File: config.mk
export PLATFORM = sky130hd
export DESIGN_NAME = aclk_time_counter
export DESIGN_NICKNAME = d
export VERILOG_FILES = /design/src/rtl/aclk_pkg.sv /design/src/rtl/aclk_bcd_digit.sv /design/src/rtl/aclk_time_counter.sv
export SDC_FILE = /design/constraint.sdc
export NUM_CORES = 1
export LEC_CHECK = 0
export ABC_AREA = 1
export BUFFER_PORTS_ARGS = -buffer_cell sky130_fd_sc_hd__buf_2
export CORE_MARGIN = 2
export CORE_UTILIZATION = 56
export DETAILED_ROUTE_END_ITERATION = 7
export HOLD_SLACK_MARGIN = 0.1
export MAX_ROUTING_LAYER = met4
export PLACE_DENSITY_LB_ADDON = 0.3
export SETUP_SLACK_MARGIN = 0.1
export SLEW_MARGIN = 0
export SYNTH_ARGS = -nofsm -noshare
export SYNTH_HDL_FRONTEND = slang
export SYNTH_HIERARCHICAL = 1
export SYNTH_SLANG_ARGS = --single-unit
File: constraint.sdc
create_clock -name clock -period 6.9 [get_ports clock]
set_input_delay 0.345 -clock clock [delete_from_list [all_inputs] [get_ports clock]]
set_output_delay 0.345 -clock clock [all_outputs]
set_load 0.005 [all_outputs]
File: src/rtl/aclk_pkg.sv
// Shared types, digit limits and load validation for the wall-clock time counter.
package aclk_pkg;

    typedef logic [3:0] bcd_t;

    localparam bcd_t MAX_MS_HR      = 4'd2;
    localparam bcd_t MAX_LS_HR      = 4'd9;
    localparam bcd_t MAX_LS_HR_AT_2 = 4'd3;
    localparam bcd_t MAX_MS_MIN     = 4'd5;
    localparam bcd_t MAX_LS_MIN     = 4'd9;

    localparam int unsigned TICKS_PER_MIN_DEF = 60;

    // True when the four digits form a legal 24-hour HH:MM time.
    function automatic logic time_valid(input bcd_t ms_hr, input bcd_t ls_hr,
                                        input bcd_t ms_min, input bcd_t ls_min);
        logic hr_ok;
        if (ms_hr < MAX_MS_HR) begin
            hr_ok = (ls_hr <= MAX_LS_HR);
        end else if (ms_hr == MAX_MS_HR) begin
            hr_ok = (ls_hr <= MAX_LS_HR_AT_2);
        end else begin
            hr_ok = 1'b0;
        end
        return hr_ok && (ms_min <= MAX_MS_MIN) && (ls_min <= MAX_LS_MIN);
    endfunction

endpackage

File: src/rtl/aclk_bcd_digit.sv
// Loadable BCD digit counter that wraps to zero after WRAP_VAL.
module aclk_bcd_digit
    import aclk_pkg::*;
#(
    parameter bcd_t WRAP_VAL = MAX_LS_MIN
) (
    input  logic clk_i,
    input  logic rst_ni,
    input  logic inc_en_i,
    input  logic load_i,
    input  bcd_t load_val_i,
    output bcd_t q_o,
    output logic carry_out_o
);

    bcd_t q_q, q_d;

    // Carry is combinational so a whole cascade settles in one cycle.
    assign carry_out_o = inc_en_i && (q_q == WRAP_VAL);
    assign q_o         = q_q;

    // Next digit value: load has priority over increment.
    always_comb begin
        q_d = q_q;
        if (load_i) begin
            q_d = load_val_i;
        end else if (inc_en_i) begin
            q_d = (q_q == WRAP_VAL) ? 4'd0 : q_q + 4'd1;
        end
    end

    // Digit register with synchronous active-low reset.
    always_ff @(posedge clk_i) begin
        if (!rst_ni) begin
            q_q <= 4'd0;
        end else begin
            q_q <= q_d;
        end
    end

endmodule

File: src/rtl/aclk_time_counter.sv
// 24-hour HH:MM BCD time counter with one-second tick prescaler and validated load.
module aclk_time_counter
    import aclk_pkg::*;
#(
    parameter int unsigned TICKS_PER_MIN = TICKS_PER_MIN_DEF,
    parameter int unsigned SEC_W         = 6
) (
    input  logic       clock,
    input  logic       reset,
    input  logic       one_second,
    input  logic       fast_minute,
    input  logic       load_new_time,
    input  logic [3:0] key_ms_hr,
    input  logic [3:0] key_ls_hr,
    input  logic [3:0] key_ms_min,
    input  logic [3:0] key_ls_min,
    output logic [3:0] current_time_ms_hr,
    output logic [3:0] current_time_ls_hr,
    output logic [3:0] current_time_ms_min,
    output logic [3:0] current_time_ls_min,
    output logic       minute_tick,
    output logic       day_wrap,
    output logic       load_err
);

    localparam logic [SEC_W-1:0] TickLast = SEC_W'(TICKS_PER_MIN - 1);

    logic [SEC_W-1:0] tick_q, tick_d;
    bcd_t             ms_hr_q, ms_hr_d, ls_hr_q, ls_hr_d;
    bcd_t             ms_min, ls_min;
    logic             key_ok, load_ok, load_bad;
    logic             min_inc, ls_carry, hr_inc, at_23;
    logic             minute_tick_q, day_wrap_q, load_err_q;

    assign key_ok   = time_valid(key_ms_hr, key_ls_hr, key_ms_min, key_ls_min);
    assign load_ok  = load_new_time && key_ok;
    assign load_bad = load_new_time && !key_ok;

    // A load of any kind swallows a coincident tick.
    assign min_inc  = one_second && !load_new_time && (fast_minute || (tick_q == TickLast));
    assign at_23    = (ms_hr_q == MAX_MS_HR) && (ls_hr_q == MAX_LS_HR_AT_2);

    // Tick prescaler next state.
    always_comb begin
        tick_d = tick_q;
        if (load_ok) begin
            tick_d = '0;
        end else if (one_second && !load_new_time) begin
            tick_d = min_inc ? '0 : tick_q + 1'b1;
        end
    end

    // Prescaler register.
    always_ff @(posedge clock) begin
        if (!reset) begin
            tick_q <= '0;
        end else begin
            tick_q <= tick_d;
        end
    end

    aclk_bcd_digit #(
        .WRAP_VAL (MAX_LS_MIN)
    ) u_ls_min (
        .clk_i       (clock),
        .rst_ni      (reset),
        .inc_en_i    (min_inc),
        .load_i      (load_ok),
        .load_val_i  (key_ls_min),
        .q_o         (ls_min),
        .carry_out_o (ls_carry)
    );

    aclk_bcd_digit #(
        .WRAP_VAL (MAX_MS_MIN)
    ) u_ms_min (
        .clk_i       (clock),
        .rst_ni      (reset),
        .inc_en_i    (ls_carry),
        .load_i      (load_ok),
        .load_val_i  (key_ms_min),
        .q_o         (ms_min),
        .carry_out_o (hr_inc)
    );

    // Hour pair next state: 23 rolls to 00, otherwise a plain two-digit BCD count.
    always_comb begin
        ms_hr_d = ms_hr_q;
        ls_hr_d = ls_hr_q;
        if (load_ok) begin
            ms_hr_d = key_ms_hr;
            ls_hr_d = key_ls_hr;
        end else if (hr_inc) begin
            if (at_23) begin
                ms_hr_d = 4'd0;
                ls_hr_d = 4'd0;
            end else if (ls_hr_q == MAX_LS_HR) begin
                ms_hr_d = ms_hr_q + 4'd1;
                ls_hr_d = 4'd0;
            end else begin
                ls_hr_d = ls_hr_q + 4'd1;
            end
        end
    end

    // Hour registers and registered status pulses.
    always_ff @(posedge clock) begin
        if (!reset) begin
            ms_hr_q       <= 4'd0;
            ls_hr_q       <= 4'd0;
            minute_tick_q <= 1'b0;
            day_wrap_q    <= 1'b0;
            load_err_q    <= 1'b0;
        end else begin
            ms_hr_q       <= ms_hr_d;
            ls_hr_q       <= ls_hr_d;
            minute_tick_q <= min_inc;
            day_wrap_q    <= hr_inc && at_23;
            load_err_q    <= load_bad;
        end
    end

    assign current_time_ms_hr  = ms_hr_q;
    assign current_time_ls_hr  = ls_hr_q;
    assign current_time_ms_min = ms_min;
    assign current_time_ls_min = ls_min;
    assign minute_tick         = minute_tick_q;
    assign day_wrap            = day_wrap_q;
    assign load_err            = load_err_q;

endmodule

==> results of run 1 <==
-- power by group through the flow --
stage / clock [mW] / sequential, mW / combinational, mW
3_5_place_dp: 0 / 0.151 / 0.0233
6_report: 0.0667 / 0.148 / 0.0232
3_3_place_gp: 0 / 0.151 / 0.0228
2_1_floorplan: 0 / 0.151 / 0.0127
4_1_cts: 0.0697 / 0.148 / 0.0234
5_1_grt: 0.0748 / 0.149 / 0.0267
-- sequential cells by signal, indices dropped and copies added (netlist names) --
| name | cells |
|---|---|
| current_time_ls_hr | 4 |
| u_ls_min/q_o | 4 |
| current_time_ms_hr | 4 |
| minute_tick | 1 |
| load_err | 1 |
| tick_q | 6 |
| day_wrap | 1 |
| u_ms_min/q_o | 4 |
-- through the flow --
stage / cell area (um^2) / hold WS (ns) / total power [mW] / util / cells
after floorplan: 1540 / 0.443 / 0.164 / - / 230
after global placement: 1760 / 0.472 / 0.174 / 0.653 / 298
after detailed placement: 1760 / 0.479 / 0.175 / 0.653 / 298
after CTS: 1790 / 0.302 / 0.241 / 0.665 / 302
after global routing: 1790 / 0.296 / 0.250 / 0.665 / 302
final: 1790 / 0.314 / 0.238 / 0.665 / 302
-- area by class of cell --
class,instances,area (um^2),area share
clock inverters,1,7.51,0.00420
inverters,39,148,0.0827
multi-input cells,164,873,0.489
clock buffers,3,22.5,0.0126
repair buffers,39,195,0.109
well taps,31,38.8,0.0217
flip-flops and latches,25,500,0.280
-- worst max-delay path: cells and delay by family (launching register included) --
kind / cells / cell delay [ns]
AND/OR/NAND/NOR: 7 / 1.14
AO/OA/AOI/OAI: 2 / 0.32
flip-flops: 1 / 0.39
buffers and inverters: 5 / 0.54
adder cells (fa/ha/maj): 1 / 0.18
-- synth_stat cells, types with 4 or more instances --
cell     count  area (um^2)
inv_1       36          135
nand3_1     25          125
nor2_1      26         97.6
nand4_1      4         25.0
nor3_1       4         20.0
a21oi_1     11         55.1
nand2_1     52          195
xor2_1       4         35.0
nor2_2       4         25.0
o21ai_0      7         35.0
dfxtp_1     25          500
-- layer usage --
| metal | vias up | part of all wire | track usage |
|---|---|---|---|
| met1 | 676 | 0.49 | 0.303 |
| met5 | - | 0 | - |
| met2 | 39 | 0.45 | 0.341 |
| met3 | 2 | 0.060 | 0.0253 |
| li1 | 813 | - | - |
| met4 | 0 | 0.0066 | 0.0510 |
-- logic make-up (layout without fill, tap and decap cells) --
family,after synthesis,in the layout,synth area share
xor+xnor,6,6,0.0340
buf+inv,41,82,0.110
simple gates,129,129,0.412
compound gates,26,26,0.0948
flops,25,25,0.324
fa+ha+maj,3,3,0.0243
-- how the worst max path moves through the flow --
stage	from	to	depth (start not counted)
final	tick_q[0]$_SDFFE_PP0P_	current_time_ls_hr[2]$_SDFFE_PN0P_	15
after floorplan	tick_q[0]$_SDFFE_PP0P_	current_time_ls_hr[2]$_SDFFE_PN0P_	15
after global placement	tick_q[0]$_SDFFE_PP0P_	current_time_ls_hr[2]$_SDFFE_PN0P_	15
after detailed placement	tick_q[0]$_SDFFE_PP0P_	current_time_ls_hr[2]$_SDFFE_PN0P_	15
after global routing	tick_q[0]$_SDFFE_PP0P_	current_time_ls_hr[2]$_SDFFE_PN0P_	15
after CTS	tick_q[0]$_SDFFE_PP0P_	current_time_ls_hr[2]$_SDFFE_PN0P_	15
==> impl_metrics.json, run 1 <==
{
  "status": "finished clean",
  "grt.overflow.total": 0,
  "slew-limit-headroom": 0.737,
  "gp_congestion": 0.796,
  "n_fill_cell": 272,
  "r2r_setup_slack_ns": 4.27,
  "critPathLaunchType": "flip-flop",
  "drtIter0Drc": 34,
  "hpwl_um": 2500,
  "root_buffer": "clkbuf_4",
  "htreeDepth": 1,
  "p_int_mw": 0.178,
  "wl_per_cell_um": 10.5,
  "worstMarginPinSlew_ns": 0.392,
  "rsz0062_at_grt": "false",
  "num_vias": 1530,
  "power_frac_clock": 0.280,
  "r2r-start": "tick_q[0]$_SDFFE_PP0P_",
  "clkLatencyLatePin_ns": 0.31,
  "ys_seq_elements": 25,
  "slowest_delay_ns": 0.39,
  "fp.dieW_um": 56.5,
  "worst_ep_required_time_ns": 7.17,
  "hold_start": "load_new_time",
  "seqPwrFrac": 0.623,
  "ir_drop_mv": 0.108,
  "p_comb_frac": 0.097,
  "synth-edff-count": 0,
  "dieArea_mm2": 0.00319,
  "ant_nets": 0,
  "synthArstFlopShare": 0,
  "viasPerCell": 5.07,
  "tritoncts": "built",
  "routed_wl_um": 3170,
  "setup_ws_ns": 4.27,
  "cpMaxStageDelayCell": "dfxtp_1",
  "setup_viol": 0,
  "rr_endpoint": "current_time_ls_hr[2]$_SDFFE_PN0P_",
  "coreArea_mm2": 0.00269,
  "power_switching_mw": 0.0603,
  "io_pins": 40,
  "final_common_cell": "nand2_1",
  "initial_core_util": 0.575,
  "timing_hold_violations_final": 0,
  "drc": 0,
  "grt_max_degree": 20,
  "area_growth_pct": 15.6,
  "syn-instance-count": 230,
  "hold-path-cell-count": 3,
  "nets": 296,
  "ys_types": 29,
  "synth_seq_area_share": 0.324,
  "antenna_found_initial": 0,
  "path_clk_slew_ns": 0.14,
  "crit_type": "reg -> reg",
  "syn-cell-area_mm2": 0.00154,
  "post-cts-setup-buffers": 0,
  "grt.total_usage": 0.218,
  "cp_max_fo": 7,
  "synth_area_per_cell_um2": 6.71,
  "tns_ns": 0,
  "synth_ff_type": "dfxtp_1",
  "end_kind": "flip-flop",
  "cts_buffer_depth": 2,
  "grt_pass1_wl_um": 5530,
  "swShare": 0.253,
  "power_leakage_nw": 0.924,
  "skew_ns": 0.00241,
  "cap_violations": 0,
  "rows": 19,
  "pre_cts_ws_ns": 4.31,
  "hp-class": "in -> reg",
  "die_h_um": 56.5,
  "crit_chain": "ha_1 -> nand3_1 -> o21ai_0 -> nand2_1 -> inv_1 -> inv_1 -> nor3_1 -> inv_2 -> nor3_1 -> inv_1 -> a21oi_1 -> nand4_1 -> nand3_1 -> nand2_1 -> inv_1",
  "cts_buffers": 3,
  "port_buffers": 39,
  "max_freq_mhz": 380,
  "period_share": 0.381,
  "diodes": 0,
  "grt_pass1_vias": 1321,
  "synth.net_count": 254,
  "reg2reg_depth": 15,
  "layout-drive-gt1-share": 0.229,
  "crit_path_frequent_cell": "inv_1",
  "dr.pass1.iters": 4,
  "cts.sinks": 25,
  "fin_crit_ns": 2.63,
  "worstPathArrival_ns": 2.90,
  "holdPathEnd": "load_err$_SDFF_PN0_",
  "final_cell_mix": "nand2_1, buf_2, inv_1",
  "slew_viol_final": 0,
  "cts_hold_buffers": 0,
  "pwr_density_cell_mw_per_mm2": 133,
  "cts.repair.resized": 0,
  "yosys_warnings": 6
}
Note: power is estimated with default switching activity, not from simulation.
==> run 2: changes to the inputs <==
--- a/config.mk
+++ b/config.mk
@@ -8,7 +8,7 @@
 export ABC_AREA = 1
 export BUFFER_PORTS_ARGS = -buffer_cell sky130_fd_sc_hd__buf_2
 export CORE_MARGIN = 2
-export CORE_UTILIZATION = 56
+export CORE_UTILIZATION = 47
 export DETAILED_ROUTE_END_ITERATION = 7
 export HOLD_SLACK_MARGIN = 0.1
 export MAX_ROUTING_LAYER = met4
==> constraint.sdc (replaced) <==
create_clock -name clock -period 2.2 [get_ports clock]
set_input_delay 0.11 -clock clock [delete_from_list [all_inputs] [get_ports clock]]
set_output_delay 0.11 -clock clock [all_outputs]
set_load 0.005 [all_outputs]
==> impl_metrics.json, run 2 (synthesis results as in run 1) <==
{
  "pre_cts_ws_ns": -0.00961,
  "dieArea_mm2": 0.00376,
  "final_cell_mix": "nand2_1, buf_2, inv_1",
  "hpwl_um": 2590,
  "fp.dieW_um": 61.3,
  "skew_ns": 0.00101,
  "gp_congestion": 0.866,
  "num_vias": 1606,
  "nets": 309,
  "grt_pass1_wl_um": 5820,
  "cts_buffer_depth": 2,
  "status": "finished clean",
  "rows": 20,
  "grt_pass1_vias": 1449,
  "period_share": 0.891,
  "htreeDepth": 1,
  "critPathLaunchType": "flip-flop",
  "hp-class": "in -> reg",
  "slowest_delay_ns": 0.39,
  "cp_max_fo": 7,
  "timing_hold_violations_final": 0,
  "wl_per_cell_um": 10.9,
  "dr.pass1.iters": 4,
  "ir_drop_mv": 0.241,
  "fin_crit_ns": 1.96,
  "setup_ws_ns": 0.239,
  "port_buffers": 39,
  "crit_chain": "ha_4 -> nand3_2 -> o21ai_2 -> nand2_1 -> inv_2 -> inv_1 -> nor3_2 -> inv_2 -> nor3_4 -> inv_2 -> nand2_4 -> nand2_4 -> nand2_1 -> nand2_1 -> nor2_1",
  "worst_ep_required_time_ns": 2.47,
  "ant_nets": 0,
  "area_growth_pct": 27.4,
  "routed_wl_um": 3580,
  "worstPathArrival_ns": 2.23,
  "power_leakage_nw": 0.997,
  "tritoncts": "built",
  "drc": 0,
  "diodes": 0,
  "grt.overflow.total": 0,
  "slew_viol_final": 0,
  "cpMaxStageDelayCell": "dfxtp_4",
  "n_fill_cell": 275,
  "viasPerCell": 4.90,
  "path_clk_slew_ns": 0.14,
  "initial_core_util": 0.502,
  "regMostFlops": "tick_q",
  "final_common_cell": "nand2_1",
  "finalPower_mw": 0.763,
  "cts_buffers": 3,
  "coreArea_mm2": 0.00308,
  "cts.sinks": 25,
  "grt.total_usage": 0.210,
  "rsz0062_at_grt": "false",
  "root_buffer": "clkbuf_4",
  "max_freq_mhz": 510,
  "slew-limit-headroom": 0.773,
  "die_h_um": 61.3,
  "drtIter0Drc": 65,
  "layout-drive-gt1-share": 0.285,
  "fin_area_mm2": 0.00197,
  "place_area_mm2": 0.00179,
  "worstMarginPinSlew_ns": 0.340,
  "clkLatencyLatePin_ns": 0.32,
  "end_kind": "flip-flop",
  "cap_violations": 0,
  "place_inst": 312,
  "grt_max_degree": 20,
  "largest_register_ffs": 6,
  "crit_type": "reg -> reg",
  "pwr_density_cell_mw_per_mm2": 388,
  "final_cells": 328,
  "io_pins": 40,
  "antenna_found_initial": 0,
  "setup_viol": 0
}
[run 2: through the flow]
stage / hold WS, ns / TNS [ns] / utilization
after global placement: 0.408 / 0 / 0.581
final: 0.114 / 0 / 0.639
after floorplan: 0.208 / 0 / -
after global routing: 0.119 / 0 / 0.639
after CTS: 0.104 / 0 / 0.613
after detailed placement: 0.414 / -0.00961 / 0.581
[run 2: timing repair]
action	4_1_cts	5_1_grt
endpoints found under the setup margin	8	10
pin swaps	1	7
cloned	0	0
hold endpoints to repair	6	0
gates resized for setup	2	13
buffers inserted	1	5
hold buffers	6	0
[run 2: final timing paths]
path / start / slack [ns] / endpoint / cells past startpoint
worst max-delay path: tick_q[0]$_SDFFE_PP0P_ / 0.24 / current_time_ms_hr[0]$_SDFFE_PN0P_ / 15
worst min-delay path: key_ms_hr[0] / 0.11 / current_time_ms_hr[0]$_SDFFE_PN0P_ / 5
worst max register to register: tick_q[0]$_SDFFE_PP0P_ / 0.24 / current_time_ms_hr[0]$_SDFFE_PN0P_ / 15
worst min register to register: tick_q[0]$_SDFFE_PP0P_ / 0.55 / tick_q[0]$_SDFFE_PP0P_ / 2
[run 2: layout make-up]
class,instances,area (um^2),share of cell area
clock buffer,3,22.5,0.0115
clock inverter,1,7.51,0.00382
inverter,39,148,0.0751
multi-input combinational,164,917,0.466
sequential,25,509,0.259
tap,44,55.1,0.0280
timing repair buffer,52,308,0.156
[run 2: routing by layer]
layer	share of wire	vias up	track usage	wire, um
met4	0.0039	0	0.0559	14
li1	-	841	-	-
met1	0.48	725	0.263	1720
met3	0.035	2	0.0315	125
met5	0	-	-	0
met2	0.48	38	0.353	1720
[run 2: where the power goes]
part	switching (mW)	internal [mW]	leakage, nW	total (mW)
logic	0.0476	0.0399	0.779	0.0875
clock network	0.142	0.0694	0.0139	0.211
registers	0.00697	0.457	0.204	0.464
total	0.197	0.567	0.997	0.763
[run 2: worst max-delay path: cells and delay by family (launching register included)]
kind / cells / cell delay, ns
and+or+nand+nor: 9 / 0.92
DFF: 1 / 0.39
buffers and inverters: 4 / 0.33
AOI/OAI and AO/OA: 1 / 0.14
adders and majority gates: 1 / 0.13
